### src/rtl/imem_pkg.sv
// Shared types and constants for the instruction-memory loader.
// IMEM_LOADER_CHECKSUM_EN adds the CHECK state for a trailing checksum byte.
package imem_pkg;
  localparam int IMEM_WORD_BYTES = 4;
  localparam int IMEM_ADDR_W     = 64;

`ifdef IMEM_LOADER_CHECKSUM_EN
  typedef enum logic [2:0] {ST_IDLE, ST_LOAD, ST_WRITE, ST_CHECK, ST_FINISH} loader_state_t;
`else
  typedef enum logic [2:0] {ST_IDLE, ST_LOAD, ST_WRITE, ST_FINISH} loader_state_t;
`endif
endpackage

### src/rtl/imem_loader_byte_packer.sv
// Big-endian byte-to-word packer: byte index 0 lands in bits [31:24].
// The mask tracks filled lanes, so a tail word comes out as 1000/1100/1110.
module byte_packer import imem_pkg::*; (
  input  logic                           clk,
  input  logic                           rst,
  input  logic                           clr_i,
  input  logic                           push_i,
  input  logic [1:0]                     idx_i,
  input  logic [7:0]                     data_i,
  output logic [8*IMEM_WORD_BYTES-1:0]   word_o,
  output logic [IMEM_WORD_BYTES-1:0]     mask_o
);
  logic [8*IMEM_WORD_BYTES-1:0] word_q, word_d;
  logic [IMEM_WORD_BYTES-1:0]   mask_q, mask_d;
  logic [1:0]                   lane;

  // lane = 3 - idx; a cleared word keeps unused lanes at zero
  assign lane = ~idx_i;

  always_comb begin
    word_d = word_q;
    mask_d = mask_q;
    if (clr_i) begin
      word_d = '0;
      mask_d = '0;
    end else if (push_i) begin
      word_d[8*lane +: 8] = data_i;
      mask_d[lane]        = 1'b1;
    end
  end

  always_ff @(posedge clk or posedge rst) begin
    if (rst) begin
      word_q <= '0;
      mask_q <= '0;
    end else begin
      word_q <= word_d;
      mask_q <= mask_d;
    end
  end

  assign word_o = word_q;
  assign mask_o = mask_q;
endmodule

### src/rtl/imem_loader.sv
// Loads a byte stream into instruction memory as big-endian word writes, holding
// the core in reset meanwhile. IMEM_LOADER_CHECKSUM_EN enables a trailing checksum byte.
module imem_loader import imem_pkg::*; #(
  parameter int unsigned             MEM_SIZE  = 4095,
  parameter logic [IMEM_ADDR_W-1:0]  BASE_ADDR = 64'h0
) (
  input  logic                   clk,
  input  logic                   reset,
  input  logic                   start,
  input  logic [15:0]            byte_count,
  input  logic                   in_valid,
  input  logic [7:0]             in_data,
  output logic                   in_ready,
  output logic                   wr_en,
  output logic [IMEM_ADDR_W-1:0] wr_addr,
  output logic [31:0]            wr_data,
  output logic [3:0]             wr_mask,
  output logic                   busy,
  output logic                   done,
  output logic                   error,
  output logic                   core_hold
);
  loader_state_t          state_q;
  logic [15:0]            cnt_q, total_q;
  logic [IMEM_ADDR_W-1:0] addr_q;
  logic                   in_ready_q, wr_en_q, busy_q, done_q, err_q;
  logic                   push, clr, last_byte;
  logic [31:0]            pk_word;
  logic [3:0]             pk_mask;
`ifdef IMEM_LOADER_CHECKSUM_EN
  logic [7:0]             sum_q, ck_sum;
  assign ck_sum = sum_q + in_data;
`endif

  assign push      = in_ready_q & in_valid & (state_q == ST_LOAD);
  assign clr       = (state_q == ST_WRITE) | ((state_q == ST_IDLE) & start);
  assign last_byte = (cnt_q + 16'd1 == total_q);

  byte_packer u_packer (
    .clk    (clk),
    .rst    (reset),
    .clr_i  (clr),
    .push_i (push),
    .idx_i  (cnt_q[1:0]),
    .data_i (in_data),
    .word_o (pk_word),
    .mask_o (pk_mask)
  );

  always_ff @(posedge clk or posedge reset) begin
    if (reset) begin
      state_q    <= ST_IDLE;
      cnt_q      <= '0;
      total_q    <= '0;
      addr_q     <= BASE_ADDR;
      in_ready_q <= 1'b0;
      wr_en_q    <= 1'b0;
      busy_q     <= 1'b0;
      done_q     <= 1'b0;
      err_q      <= 1'b0;
`ifdef IMEM_LOADER_CHECKSUM_EN
      sum_q      <= '0;
`endif
    end else begin
      done_q  <= 1'b0;
      wr_en_q <= 1'b0;
      case (state_q)
        ST_IDLE: if (start) begin
          busy_q  <= 1'b1;
          cnt_q   <= '0;
          total_q <= byte_count;
          addr_q  <= BASE_ADDR;
          err_q   <= 1'b0;
`ifdef IMEM_LOADER_CHECKSUM_EN
          sum_q   <= '0;
`endif
          if ({16'd0, byte_count} > MEM_SIZE) begin
            err_q   <= 1'b1;
            done_q  <= 1'b1;
            state_q <= ST_FINISH;
          end else if (byte_count == 16'd0) begin
`ifdef IMEM_LOADER_CHECKSUM_EN
            in_ready_q <= 1'b1;
            state_q    <= ST_CHECK;
`else
            done_q     <= 1'b1;
            state_q    <= ST_FINISH;
`endif
          end else begin
            in_ready_q <= 1'b1;
            state_q    <= ST_LOAD;
          end
        end
        ST_LOAD: if (in_valid) begin
          cnt_q <= cnt_q + 16'd1;
`ifdef IMEM_LOADER_CHECKSUM_EN
          sum_q <= ck_sum;
`endif
          if (cnt_q[1:0] == 2'd3 || last_byte) begin
            in_ready_q <= 1'b0;
            wr_en_q    <= 1'b1;
            state_q    <= ST_WRITE;
          end
        end
        ST_WRITE: begin
          addr_q <= addr_q + IMEM_ADDR_W'(IMEM_WORD_BYTES);
          if (cnt_q == total_q) begin
`ifdef IMEM_LOADER_CHECKSUM_EN
            in_ready_q <= 1'b1;
            state_q    <= ST_CHECK;
`else
            done_q     <= 1'b1;
            state_q    <= ST_FINISH;
`endif
          end else begin
            in_ready_q <= 1'b1;
            state_q    <= ST_LOAD;
          end
        end
`ifdef IMEM_LOADER_CHECKSUM_EN
        ST_CHECK: if (in_valid) begin
          if (ck_sum != 8'd0) err_q <= 1'b1;
          in_ready_q <= 1'b0;
          done_q     <= 1'b1;
          state_q    <= ST_FINISH;
        end
`endif
        ST_FINISH: begin
          busy_q  <= 1'b0;
          state_q <= ST_IDLE;
        end
        default: state_q <= ST_IDLE;
      endcase
    end
  end

  // Write-port buses stay quiet outside the write strobe
  assign wr_en     = wr_en_q;
  assign wr_addr   = wr_en_q ? addr_q  : '0;
  assign wr_data   = wr_en_q ? pk_word : '0;
  assign wr_mask   = wr_en_q ? pk_mask : '0;
  assign in_ready  = in_ready_q;
  assign busy      = busy_q;
  assign core_hold = busy_q;
  assign done      = done_q;
  assign error     = err_q;
endmodule
### config.mk
export PLATFORM = sky130hd
export DESIGN_NAME = imem_loader
export DESIGN_NICKNAME = d
export VERILOG_FILES = /design/src/rtl/imem_pkg.sv /design/src/rtl/imem_loader_byte_packer.sv /design/src/rtl/imem_loader.sv
export SDC_FILE = /design/constraint.sdc
export NUM_CORES = 1
export LEC_CHECK = 0
export ABC_CLOCK_PERIOD_IN_PS = 5400
export CORE_MARGIN = 1.5
export CORE_UTILIZATION = 53
export DETAILED_ROUTE_END_ITERATION = 16
export GPL_ROUTABILITY_DRIVEN = 0
export PLACE_DENSITY = 0.81
export SYNTH_ARGS = -nofsm -noshare
export SYNTH_HDL_FRONTEND = slang
export SYNTH_SLANG_ARGS = --single-unit
### constraint.sdc
create_clock -name clk -period 5.4 [get_ports clk]
set_input_delay 1.08 -clock clk [delete_from_list [all_inputs] [get_ports clk]]
set_output_delay 1.08 -clock clk [all_outputs]
set_load 0.01 [all_outputs]
==> metrics.txt, run 1 <==
reg-to-reg startpoint=cnt_q[0]; HP Start=addr_q[63]; largest net degree at the start of global routing=100; setup TNS=0 ns; Sequential Area=0.003430 mm²; Placed Area=0.008703 mm²; critical path endpoint category=output pin; mean post-synth cell area=9.403 µm²; n_diodes=0; chip width=120.4 µm; Post-CTS Setup Bufs=0; Synth Cell Area=0.007306 mm²; fill cell count=1,045; Initial DRC Count=550; cell breakdown of the critical path=and2_1, clkdlybuf4s50_1; clock latency on the worst-skew pair=0.42 ns; CTS H-tree depth=4; # port buffers=131; Distinct cells, synth=53; ys async rst share=1.000; Slew Limit Fails=0; simple logic cell fraction of the synthesized area=0.2677; Final nets=925; Synth Area in Compound Gates=0.1161; Pwr Density=346.2 mW/mm²; setup ws final=1.850 ns; DIE HEIGHT=120.4 µm; Fmax=281.7 MHz; RSZ-0062 raised after global routing=false; final hold violations=0; vias in the first global route=5,953; Critical Path AT=2.47 ns; post-CTS resize count=0; CTS root buf=clkbuf_16; Util after Layout=0.6954; crit path buf inv count=1; Total Power=3.213 mW; Post-synth EDFFs=0; first-pass GRT wire length=29,530 µm; Hold EP=addr_q[63]; R2R depth=8; r2r endpoint=state_q[0]; max-cap viol count=0; num rows=42; final wirelength=17,810 µm; Post-Synth Adder-Cell Area=0.01370; Remaining Overflow, GRT=0; gr usage total=0.2533; # setup viols final=0; relative slew slack=0.06629; WS Path Type=flop to output pin; Post-Synth XOR/XNOR Area=0.03100; main combinational cell family by area after synthesis=simple AND/OR/NAND/NOR gates; Initial Utilization=0.5473; Multi-input gate area=0.003652 mm²; total clock sinks=137; commonest non-fill, non-tap cell in the layout=dfrtp_1; worst path required time=4.32 ns; Worst-path clk slew=0.06 ns; HP Class=flop to flop; antenna violations before repair=0; Cells after Synth=777; IO Count=134; Num CTS Buffers=17; critical path startpoint category=flop; Final min period=3.550 ns; share of cells above drive strength 1=0.06984; Ys Warns=0; Final ANT Viol Nets=0; 1st-pass router iterations=5; # DRC=0; status=finished clean; Critical Path Fanout Max=99; delay-heaviest family, CP=flip-flops; DR WL/cell=16.52 µm; Lkg Pwr=3.967 nW; Slew @ Worst Pin=1.382 ns; hold path cells=1; DP Worst Slack=1.778 ns; Yosys reg bits=137; clock buffer depth=2; reg2reg setup slack=1.96 ns; area grow syn2layout=27.06%; Primary FF master, synth=dfrtp_1; Crit path largest cell delay=1.18 ns; CTS tree=built; Core Area=0.01335 mm²; Via density=5.795; Final Cell Area=0.009283 mm²; sequential area share after synthesis=0.4693; CP max-delay cell=dfrtp_2; Hold Buf Count CTS=0; HPWL Detailed=12,300 µm; clk_skew=0.01091 ns; Die ar.=0.01450 mm²; via count=6,247; Final Cycle Share=0.6575; Worst VDD drop=0.2487 mV; mux contribution to synthesized area=0.07005; most frequent cells in the layout=136 x dfrtp_1, 131 x clkdlybuf4s50_1, 104 x and2_1, 94 x nand2_1, 68 x nand3_1
==> logic make-up after synthesis <==
group,count (synthesis)
fa+ha+maj,8
compound gates,126
other cells,1
buf+inv,56
flops,137
mux,49
simple gates,375
xor+xnor,25
==> per-layer routing <==
metal / vias to the layer above / track usage / routed length (µm)
met4: 0 / 0.09265 / 380
met2: 220 / 0.4126 / 8783
li1: 2952 / - / -
met5: - / 0 / 0
met1: 3040 / 0.3357 / 7710
met3: 35 / 0.05283 / 933
==> through the flow <==
stage	hold WS (ns)	cells
after floorplan	0.4373	778
after global placement	0.4564	1046
after detailed placement	0.4766	1046
after CTS	0.4839	1078
after global routing	0.5095	1078
final	0.4881	1078
==> synthesized netlist by cell type, types with 17 or more instances <==
cell,n,area [µm²]
mux2_2,17,191.4
nor2_1,37,138.9
mux2i_1,32,320.3
a21oi_1,25,125.1
and2_1,104,650.6
nand4_1,19,118.9
a32o_1,17,170.2
o21ai_0,40,200.2
clkbuf_1,31,116.4
dfrtp_1,137,3428
nand2_1,94,352.8
nand3_1,68,340.3
==> state kept, by name, summed over array words and instances, names as in the netlist, 2 cells and up <==
register         flops
cnt_q               16
addr_q              62
u_packer.word_o     32
total_q             16
state_q              2
u_packer.mask_o      4
==> layout make-up <==
| type | instances | area share |
|---|---|---|
| Tap cell | 176 | 0.02372 |
| Clock inverter | 13 | 0.01361 |
| Multi-Input combinational cell | 585 | 0.3934 |
| Inverter | 14 | 0.005931 |
| Timing Repair Buffer | 134 | 0.1450 |
| Sequential cell | 137 | 0.3695 |
| Clock buffer | 19 | 0.04879 |
==> how the worst max path moves through the flow <==
stage	startpoint	end	slack, ns	cells past startpoint
CTS	wr_en	wr_addr[3]	1.82	2
global placement	in_valid	u_packer.word_o[23]	1.88	7
global route	wr_en	wr_addr[5]	1.67	2
detailed placement	in_valid	u_packer.word_o[23]	1.78	7
floorplan	reset	addr_q[10]	0.65	1
finish	wr_en	wr_addr[3]	1.85	2
==> worst reg2reg max path: cells and delay by family (launching register included) <==
kind,cells,cell delay (ns)
AOI/OAI and AO/OA,2,0.58
xor gates and xnor gates,1,0.11
adders and majority gates,1,0.51
DFF,1,0.59
and+or+nand+nor,4,1.54
==> where the power goes <==
part / internal (mW) / leakage [nW] / switching [mW]
combinational: 0.308 / 1.83 / 0.448
sequential: 1.16 / 1.85 / 0.154
clock: 0.698 / 0.284 / 0.446
(Power assumes the default switching activity.)
==> inputs of run 2 (changes only) <==
--- a/config.mk
+++ b/config.mk
@@ -5,7 +5,7 @@
 export SDC_FILE = /design/constraint.sdc
 export NUM_CORES = 1
 export LEC_CHECK = 0
-export ABC_CLOCK_PERIOD_IN_PS = 5400
+export ABC_CLOCK_PERIOD_IN_PS = 3570
 export CORE_MARGIN = 1.5
 export CORE_UTILIZATION = 53
 export DETAILED_ROUTE_END_ITERATION = 16
==> constraint.sdc (replaced) <==
create_clock -name clk -period 3.57 [get_ports clk]
set_input_delay 0.714 -clock clk [delete_from_list [all_inputs] [get_ports clk]]
set_output_delay 0.714 -clock clk [all_outputs]
set_load 0.01 [all_outputs]
==> run 2 against run 1 <==
Against the previous run: non-clock buffer count rose by 8; critical endpoint is now state_q[0]; clock power rose by 68%; critical path type is now flop to flop; largest cell class unchanged; final cell count rose by 0.74%.
==> metrics.txt, run 2 (synthesized netlist as in run 1, its figures left out) <==
area grow syn2layout=29.35% (was 27.06%); Slew @ Worst Pin=0.9103 ns (was 1.382 ns); Biggest register=addr_q (unchanged); Die ar.=0.01450 mm² (unchanged); CP max-delay cell=dfrtp_1 (was dfrtp_2); share of cells above drive strength 1=0.07802 (was 0.06984); CTS H-tree depth=4 (unchanged); Critical Path AT=3.35 ns (was 2.47 ns); Core Area=0.01335 mm² (unchanged); DIE HEIGHT=120.4 µm (unchanged); P_sw=1.593 mW (was 1.048 mW); IO Count=134 (unchanged); most frequent cells in the layout=136 x dfrtp_1, 131 x clkdlybuf4s50_1, 104 x and2_1, 94 x nand2_1, 68 x nand3_1 (unchanged); gr busiest metal=met2 (unchanged); RSZ-0062 raised after global routing=false (unchanged); Num CTS Buffers=17 (unchanged); Pwr Density=537.6 mW/mm² (was 346.2 mW/mm²); Total Power=5.080 mW (was 3.213 mW); reg-to-reg startpoint=cnt_q[0] (unchanged); total clock sinks=137 (unchanged); HP Start=addr_q[63] (unchanged); largest net degree at the start of global routing=61 (was 100); met1 GRT Util=0.3270 (was 0.3357); Clk pwr share=0.376 (was 0.356); # DRC=0 (unchanged); Final ANT Viol Nets=0 (unchanged); num rows=42 (unchanged); Final Cycle Share=0.8545; R2R depth=8 (unchanged); Initial Utilization=0.5473 (unchanged); Post-CTS Setup Bufs=0 (unchanged); Crit path largest cell delay=0.58 ns (was 1.18 ns); 1st-pass router iterations=5 (unchanged); Worst-path clk slew=0.06 ns (about the same); critical path startpoint category=flop (unchanged); vias in the first global route=6,013 (was 5,953); clk_skew=0.007989 ns (was 0.01091 ns); Critical Path Fanout Max=13 (was 99); final hold violations=0 (unchanged); Sw Share=0.3136 (was 0.3262); HP Class=flop to flop (unchanged); gr usage total=0.2561 (was 0.2533); max-cap viol count=0 (unchanged); Initial DRC Count=473 (was 550); clock buffer depth=2 (unchanged); relative slew slack=0.3919 (was 0.06629); cell breakdown of the critical path=ha_1, nand3_1, nor3_1, xor2_1, or4_1, a2111o_1, o21a_1, or2_1 (was and2_1, clkdlybuf4s50_1); r2r endpoint=state_q[0] (unchanged); critical path endpoint category=flop (was output pin); Hold Buf Count CTS=0 (unchanged); DR WL/cell=16.62 µm (was 16.52 µm); antenna violations before repair=0 (unchanged); first-pass GRT wire length=29,660 µm (was 29,530 µm); chip width=120.4 µm (unchanged); Util after Layout=0.7080 (was 0.6954); Final min period=3.050 ns; part of the power in registers=0.390 (was 0.409); HPWL Detailed=12,630 µm (was 12,300 µm); Hold EP=addr_q[63] (unchanged); Via density=5.798 (was 5.795); final wirelength=18,050 µm (was 17,810 µm); n_diodes=0 (unchanged); commonest non-fill, non-tap cell in the layout=dfrtp_1 (unchanged); via count=6,297 (was 6,247); hold path cells=1 (unchanged); met3 usage=0.05519 (was 0.05283); # setup viols final=0 (unchanged); P_int=3.487 mW (was 2.165 mW); post-CTS resize count=0 (unchanged); Lkg Pwr=4.036 nW (was 3.967 nW); Remaining Overflow, GRT=0 (unchanged); reg2reg setup slack=0.52 ns (was 1.96 ns); worst path required time=3.87 ns (was 4.32 ns); WS Path Type=flop to flop (was flop to output pin); Final nets=933 (was 925); setup TNS=0 ns (unchanged); CTS root buf=clkbuf_16 (unchanged); Slew Limit Fails=0 (unchanged); Worst VDD drop=0.3083 mV (was 0.2487 mV); status=finished clean (unchanged); combinational share of power=0.233 (was 0.235); max FFs per register=62 (unchanged); CTS tree=built (unchanged); # port buffers=131 (unchanged); clock latency on the worst-skew pair=0.42 ns (about the same); GR Layer Usage met2=0.4396 (was 0.4126); Fmax=327.8 MHz
## run 2: worst max path at each step
stage,endpoint,cells after the start,startpoint,slack (ns)
global placement,state_q[0],9,cnt_q[0],0.72
detailed placement,state_q[0],8,cnt_q[0],0.61
floorplan,state_q[0],10,cnt_q[0],0.89
global route,state_q[0],8,cnt_q[0],0.36
finish,state_q[0],8,cnt_q[0],0.52
CTS,state_q[0],8,cnt_q[0],0.56
## run 2: through the flow
step | setup WS (ns) | std cells | hold WS (ns) | cell area (µm²)
final | 0.5196 | 1086 | 0.4679 | 9450
after global routing | 0.3629 | 1086 | 0.4936 | 9450
after CTS | 0.5614 | 1086 | 0.4714 | 9450
after detailed placement | 0.6092 | 1054 | 0.4635 | 8802
after global placement | 0.7250 | 1054 | 0.4504 | 8802
after floorplan | 0.8873 | 778 | 0.4373 | 7313
## run 2: layout make-up
type                       count  area (µm²)
fill                         982        3897
multi-input combinational    585        3652
sequential                   137        3430
timing repair buffer         142        1444
clock buffer                  21       480.5
tap                          176       220.2
clock inverter                11       167.7
inverter                      14       56.30
## run 2: routing by layer
metal,vias up,routed length (µm)
met5,-,0
met1,3074,7684
met4,0,319
li1,2974,-
met3,33,960
met2,216,9080
## run 2: power groups by stage
| stage | registers, mW | logic [mW] | clock network [mW] |
|---|---|---|---|
| after global routing | 2.01 | 1.30 | 2.00 |
| after global placement | 1.98 | 1.12 | 0 |
| after CTS | 1.98 | 1.18 | 1.93 |
| after floorplan | 1.92 | 0.873 | 0 |
| final | 1.98 | 1.19 | 1.91 |
| after detailed placement | 2.01 | 1.16 | 0 |
## run 2: critical path: cells and delay by family (launching register included)
| family | cells | cell delay [ns] |
|---|---|---|
| DFF | 1 | 0.58 |
| xor gates and xnor gates | 1 | 0.10 |
| adders and majority gates | 1 | 0.25 |
| and+or+nand+nor | 4 | 1.41 |
| AOI/OAI and AO/OA | 2 | 0.58 |
==> variant 1: new RTL, flow settings as in run 1 <==
The option `IMEM_LOADER_CHECKSUM_EN` is turned on by a define.
--- a/src/rtl/imem_pkg.sv
+++ b/src/rtl/imem_pkg.sv
@@ -1,5 +1,7 @@
 // Shared types and constants for the instruction-memory loader.
 // IMEM_LOADER_CHECKSUM_EN adds the CHECK state for a trailing checksum byte.
+`define IMEM_LOADER_CHECKSUM_EN
+
 package imem_pkg;
   localparam int IMEM_WORD_BYTES = 4;
   localparam int IMEM_ADDR_W     = 64;
Check against the original RTL: not equivalent (Yosys sat finds a counterexample within 4 cycles, from zero or initial values and one cycle with reset high).
==> variant 1 against run 1 <==
  * Die area grew 10%
  * Sequential cell count grew 9
  * Via count grew 10%
  * Register-to-register slack gained 0.21 ns
  * Setup slack gained 0.10 ns
  * Design area grew 7.4%
  * Synthesized cell count grew 13%
  * Synthesized area grew 10%
  * Power grew 5.8%
  * Cell count grew 9.7%
  * Core utilization shrank 1.7 points
  * Hold slack gained 0.0083 ns
  * Routed wire length grew 10%
  * Critical path type is now input port to flop
  * Largest cell class unchanged
==> variant 1: results (changes against run 1) <==
{| class="wikitable"
! Metric !! Value
|-
| Post-route insts no fill || 1,183 (was 1,078)
|-
| Total of plain and repair buffers excluding clock buffers || 136 (was 134)
|-
| Worst-path maximum fanout || 20 (was 99)
|-
| Wire length the detailed router placed on met1 || 8.832 mm (was 7.710 mm)
|-
| Gr usage total || 25.25% (was 25.33%)
|-
| Area contributors post-synth || dfrtp_1 (45%), and2_1 (8.2%), nand2_1 (6.1%), nand3_1 (4.2%), o21ai_0 (2.9%) (was dfrtp_1 (47%), and2_1 (8.9%), nand2_1 (4.8%), nand3_1 (4.7%), mux2i_1 (4.4%))
|-
| Per-cell routed wire length || 16.60 um (was 16.52 um)
|-
| Run status || completed (unchanged)
|-
| Leakage power figure || 4.379 nW (was 3.967 nW)
|-
| FF+latch count, synth || 146 (was 137)
|-
| Share of cell area taken by flip-flops and latches || 36.66% (was 36.95%)
|-
| Delay of the slowest critical-path stage || 0.65 ns (was 1.18 ns)
|-
| Post-Place Setup Slack || 1.553 ns (was 1.778 ns)
|-
| Unique cell type count in the Yosys netlist || 59 (was 53)
|-
| Final HPWL DP || 13.39 mm (was 12.30 mm)
|-
| Starting DRC count in detailed routing || 599 (was 550)
|-
| Slowest cell on crit path || and3b_1 (was dfrtp_2)
|-
| Met2 Use GR || 41.66% (was 41.26%)
|-
| GR Layer Usage met1 || 34.25% (was 33.57%)
|-
| Total number of multi-input combinational cells || 671 (was 585)
|-
| Routed met3 length || 838 um (was 933 um)
|-
| Portion of the layout cell area used by clock cells || 5.510% (was 6.241%)
|-
| Wire length of the first global-routing pass || 32.40 mm (was 29.53 mm)
|-
| Mapped Avg Cell Area || 9.181 um^2 (was 9.403 um^2)
|-
| Most used standard cells in the synthesized netlist || dfrtp_1 (146), nand2_1 (131), and2_1 (106), nand3_1 (68), o21ai_0 (47) (was dfrtp_1 (137), and2_1 (104), nand2_1 (94), nand3_1 (68), o21ai_0 (40))
|-
| Fin nets || 1,030 (was 925)
|-
| Skew final || 0.009522 ns (was 0.01091 ns)
|-
| Register area share after synthesis || 45.38% (was 46.93%)
|-
| Share of post-route cells with drive strength above 1 || 5.405% (was 6.984%)
|-
| Avg Vias per Cell || 5.831 (was 5.795)
|-
| Share of final layout cell area taken by non-clock buffers || 13.53% (was 14.50%)
|-
| CP Data Arrival Time || 3.80 ns (was 2.47 ns)
|-
| Filler Cells Inserted || 1,130 (was 1,045)
|-
| Slew headroom || 40.19% (was 6.629%)
|-
| Met3 Use GR || 4.758% (was 5.283%)
|}
-- variant 1: final timing paths --
path | startpoint | to | slack, ns | depth (start not counted)
max | in_valid | u_packer.word_o[2] | 1.95 | 7
min in group asynchronous | reset | cnt_q[11] | 1.15 | 2
max in group asynchronous | reset | addr_q[48] | 3.28 | 3
min | total_q[5] | total_q[5] | 0.50 | 2
min reg2reg | total_q[5] | total_q[5] | 0.50 | 2
max reg2reg | state_q[1] | addr_q[43] | 2.17 | 7
-- variant 1: critical path, delay by kind of cell --
| kind | cells | cell delay [ns] |
|---|---|---|
| buf+inv | 1 | 0.57 |
| simple gates | 5 | 1.99 |
| compound gates | 1 | 0.16 |
-- variant 1: stage by stage --
stage | hold WS, ns | cell area, um^2
2_1_floorplan | 0.4373 | 8055
3_3_place_gp | 0.4587 | 9420
3_5_place_dp | 0.4820 | 9420
4_1_cts | 0.4951 | 9970
5_1_grt | 0.5136 | 9970
6_report | 0.4964 | 9970
-- variant 1: kinds of logic (layout without fill, tap and decap cells) --
kind of cell               Yosys count  count (layout)  synth area share (%)
adders and majority gates           16              16                 2.580
AOI/OAI and AO/OA                  165             165                 14.11
muxes                               16              16                 1.989
DFF                                146             146                 45.38
other                                1               2               0.04658
buffers and inverters               61             182                 3.419
xor gates and xnor gates            35              35                 3.807
and+or+nand+nor                    437             437                 28.67
-- variant 1: where the power goes --
| group | total [mW] | leakage [nW] | switching, mW | internal (mW) |
|---|---|---|---|---|
| Clock | 1.12 | 0.263 | 0.460 | 0.656 |
| Combinational | 0.884 | 2.13 | 0.560 | 0.325 |
| Sequential | 1.40 | 1.99 | 0.161 | 1.24 |
| Total | 3.40 | 4.38 | 1.18 | 2.22 |
==> variant 2: new RTL, settings of run 1 <==
Made on the original files. The 4 states of `loader_state_t` get a one-hot encoding in 4 bits.
--- a/src/rtl/imem_pkg.sv
+++ b/src/rtl/imem_pkg.sv
@@ -7,7 +7,7 @@
 `ifdef IMEM_LOADER_CHECKSUM_EN
   typedef enum logic [2:0] {ST_IDLE, ST_LOAD, ST_WRITE, ST_CHECK, ST_FINISH} loader_state_t;
 `else
-  typedef enum logic [2:0] {ST_IDLE, ST_LOAD, ST_WRITE, ST_FINISH} loader_state_t;
+  typedef enum logic [3:0] {ST_IDLE = 4'b0001, ST_LOAD = 4'b0010, ST_WRITE = 4'b0100, ST_FINISH = 4'b1000} loader_state_t;
 `endif
 endpackage
 
Formal check against the unedited RTL: same outputs for any inputs over 4 cycles, from zero or initial values and one cycle with reset high; so few cycles prove little.
==> variant 2 against run 1 <==
  * Synthesized area grew 5.6%
  * Setup slack improved by 0.044 ns
  * Clock skew down 0.0040 ns
  * Sequential cell count up 2
  * Die area is 5.4% higher
  * Critical path depth unchanged
  * Synthesized cell count rose by 3.9%
  * Via count rose by 2.7%
  * Design area increased by 4.6%
  * Routed wire length is 2.0% higher
  * Global-route usage is 0.45 points lower
Power is not compared: it rests on default switching activity, and its combinational part moved more than twofold at a synthesized area within 25%.
==> variant 2: results (changes against run 1) <==
{| class="wikitable"
! Metric !! Value
|-
| Dpl cell area || 9056 um^2 (was 8703 um^2)
|-
| Leakage power figure || 4.164 nW
|-
| Clock input transition at the sequential cells of the worst setup and hold paths || 0.06 ns (about the same)
|-
| Multiplexer share of the synthesized area || 2.725% (was 7.005%)
|-
| Hold WS || 0.4763 ns (was 0.4881 ns)
|-
| Port Buffer Count || 131 (unchanged)
|-
| FF-to-FF setup slack || 2.16 ns (was 1.96 ns)
|-
| Endpoint of the lowest-slack register-to-register path || state_q[1] (was state_q[0])
|-
| Post-synthesis xor/xnor area fraction || 3.520% (was 3.100%)
|-
| Run status || completed (unchanged)
|-
| Worst Reg-to-Reg Cells || 7 (was 8)
|-
| CP Data Arrival Time || 2.43 ns (was 2.47 ns)
|-
| Reg2Reg Launch Point || cnt_q[0] (unchanged)
|-
| Via count || 6,417 (was 6,247)
|-
| Fin nets || 950 (was 925)
|-
| Skew final || 0.006922 ns (was 0.01091 ns)
|-
| Register area share after synthesis || 45.11% (was 46.93%)
|-
| Gr usage total || 24.87% (was 25.33%)
|-
| Most used standard cells in the synthesized netlist || dfrtp_1 (138), nand2_1 (117), and2_1 (104), nand3_1 (40), nor2_1 (30) (was dfrtp_1 (137), and2_1 (104), nand2_1 (94), nand3_1 (68), o21ai_0 (40))
|-
| Starting DRC count in detailed routing || 505 (was 550)
|-
| Slew headroom || 21.64% (was 6.629%)
|-
| Pin count of the biggest net entering global routing || 117 (was 100)
|-
| Adder-cell area share of the yosys netlist || 1.298% (was 1.370%)
|-
| Unique cell type count in the Yosys netlist || 65 (was 53)
|-
| Final HPWL DP || 12.33 mm (was 12.30 mm)
|-
| Area contributors post-synth || dfrtp_1 (45%), and2_1 (8.4%), nand2_1 (5.7%), a22o_1 (3.3%), mux2i_1 (2.7%) (was dfrtp_1 (47%), and2_1 (8.9%), nand2_1 (4.8%), nand3_1 (4.7%), mux2i_1 (4.4%))
|-
| Mapped Avg Cell Area || 9.558 um^2 (was 9.403 um^2)
|-
| Vias in the first global route || 5,967 (was 5,953)
|-
| Share of post-route cells with drive strength above 1 || 7.875% (was 6.984%)
|-
| Max reg flops || 62 (unchanged)
|-
| Wire length of the first global-routing pass || 29.68 mm (was 29.53 mm)
|-
| Avg Vias per Cell || 5.797 (was 5.795)
|-
| Crit path to || wr_addr[32] (was wr_addr[3])
|}
-- variant 2: how the worst min path moves through the flow --
stage                                      to  cells past startpoint                 from
after detailed placement           addr_q[63]                      1           addr_q[63]
final                              addr_q[63]                      1           addr_q[63]
after global routing               addr_q[63]                      1           addr_q[63]
after floorplan           u_packer.word_o[11]                      2  u_packer.word_o[11]
after CTS                          addr_q[63]                      1           addr_q[63]
after global placement    u_packer.word_o[11]                      2  u_packer.word_o[11]
-- variant 2: area by class of cell --
class                   instances  area (um^2)
well taps                     180        225.2
inverters                      10        42.54
clock inverters                11        191.4
fillers                      1093         4334
flip-flops and latches        139         3481
multi-input cells             612         3974
clock buffers                  21        460.4
repair buffers                134         1334
-- variant 2: cells by family after synthesis --
kind of cell / Yosys count
mux: 21
compound gates: 151
xor+xnor: 31
simple gates: 399
buf+inv: 57
other cells: 1
fa+ha+maj: 8
flops: 139
-- variant 2: power groups by stage --
stage	combinational, mW	sequential (mW)	clock [mW]
after detailed placement	0.349	1.18	0
final	0.349	1.17	1.28
after global placement	0.341	1.18	0
after CTS	0.351	1.16	1.29
after global routing	0.391	1.17	1.34
after floorplan	0.244	1.16	0
-- variant 2: per-layer routing --
metal / wire, um / track usage (%)
met1: 8299 / 34.60
met2: 8528 / 38.92
met3: 961 / 4.899
met4: 373 / 8.980
met5: 0 / 0
-- variant 2: per-stage QoR --
| step | setup slack (ns) | util (%) |
|---|---|---|
| after global routing | 1.725 | 69.13 |
| after CTS | 1.865 | 69.13 |
| after detailed placement | 2.030 | 64.49 |
| after global placement | 2.037 | 64.49 |
| after floorplan | 0.5971 | - |
| final | 1.894 | 69.13 |
-- variant 2: worst max-delay path: stages, from the launching register on --
cell and delay [ns]:
dfrtp_2 1.12, and2_1 0.26, clkdlybuf4s50_1 0.57
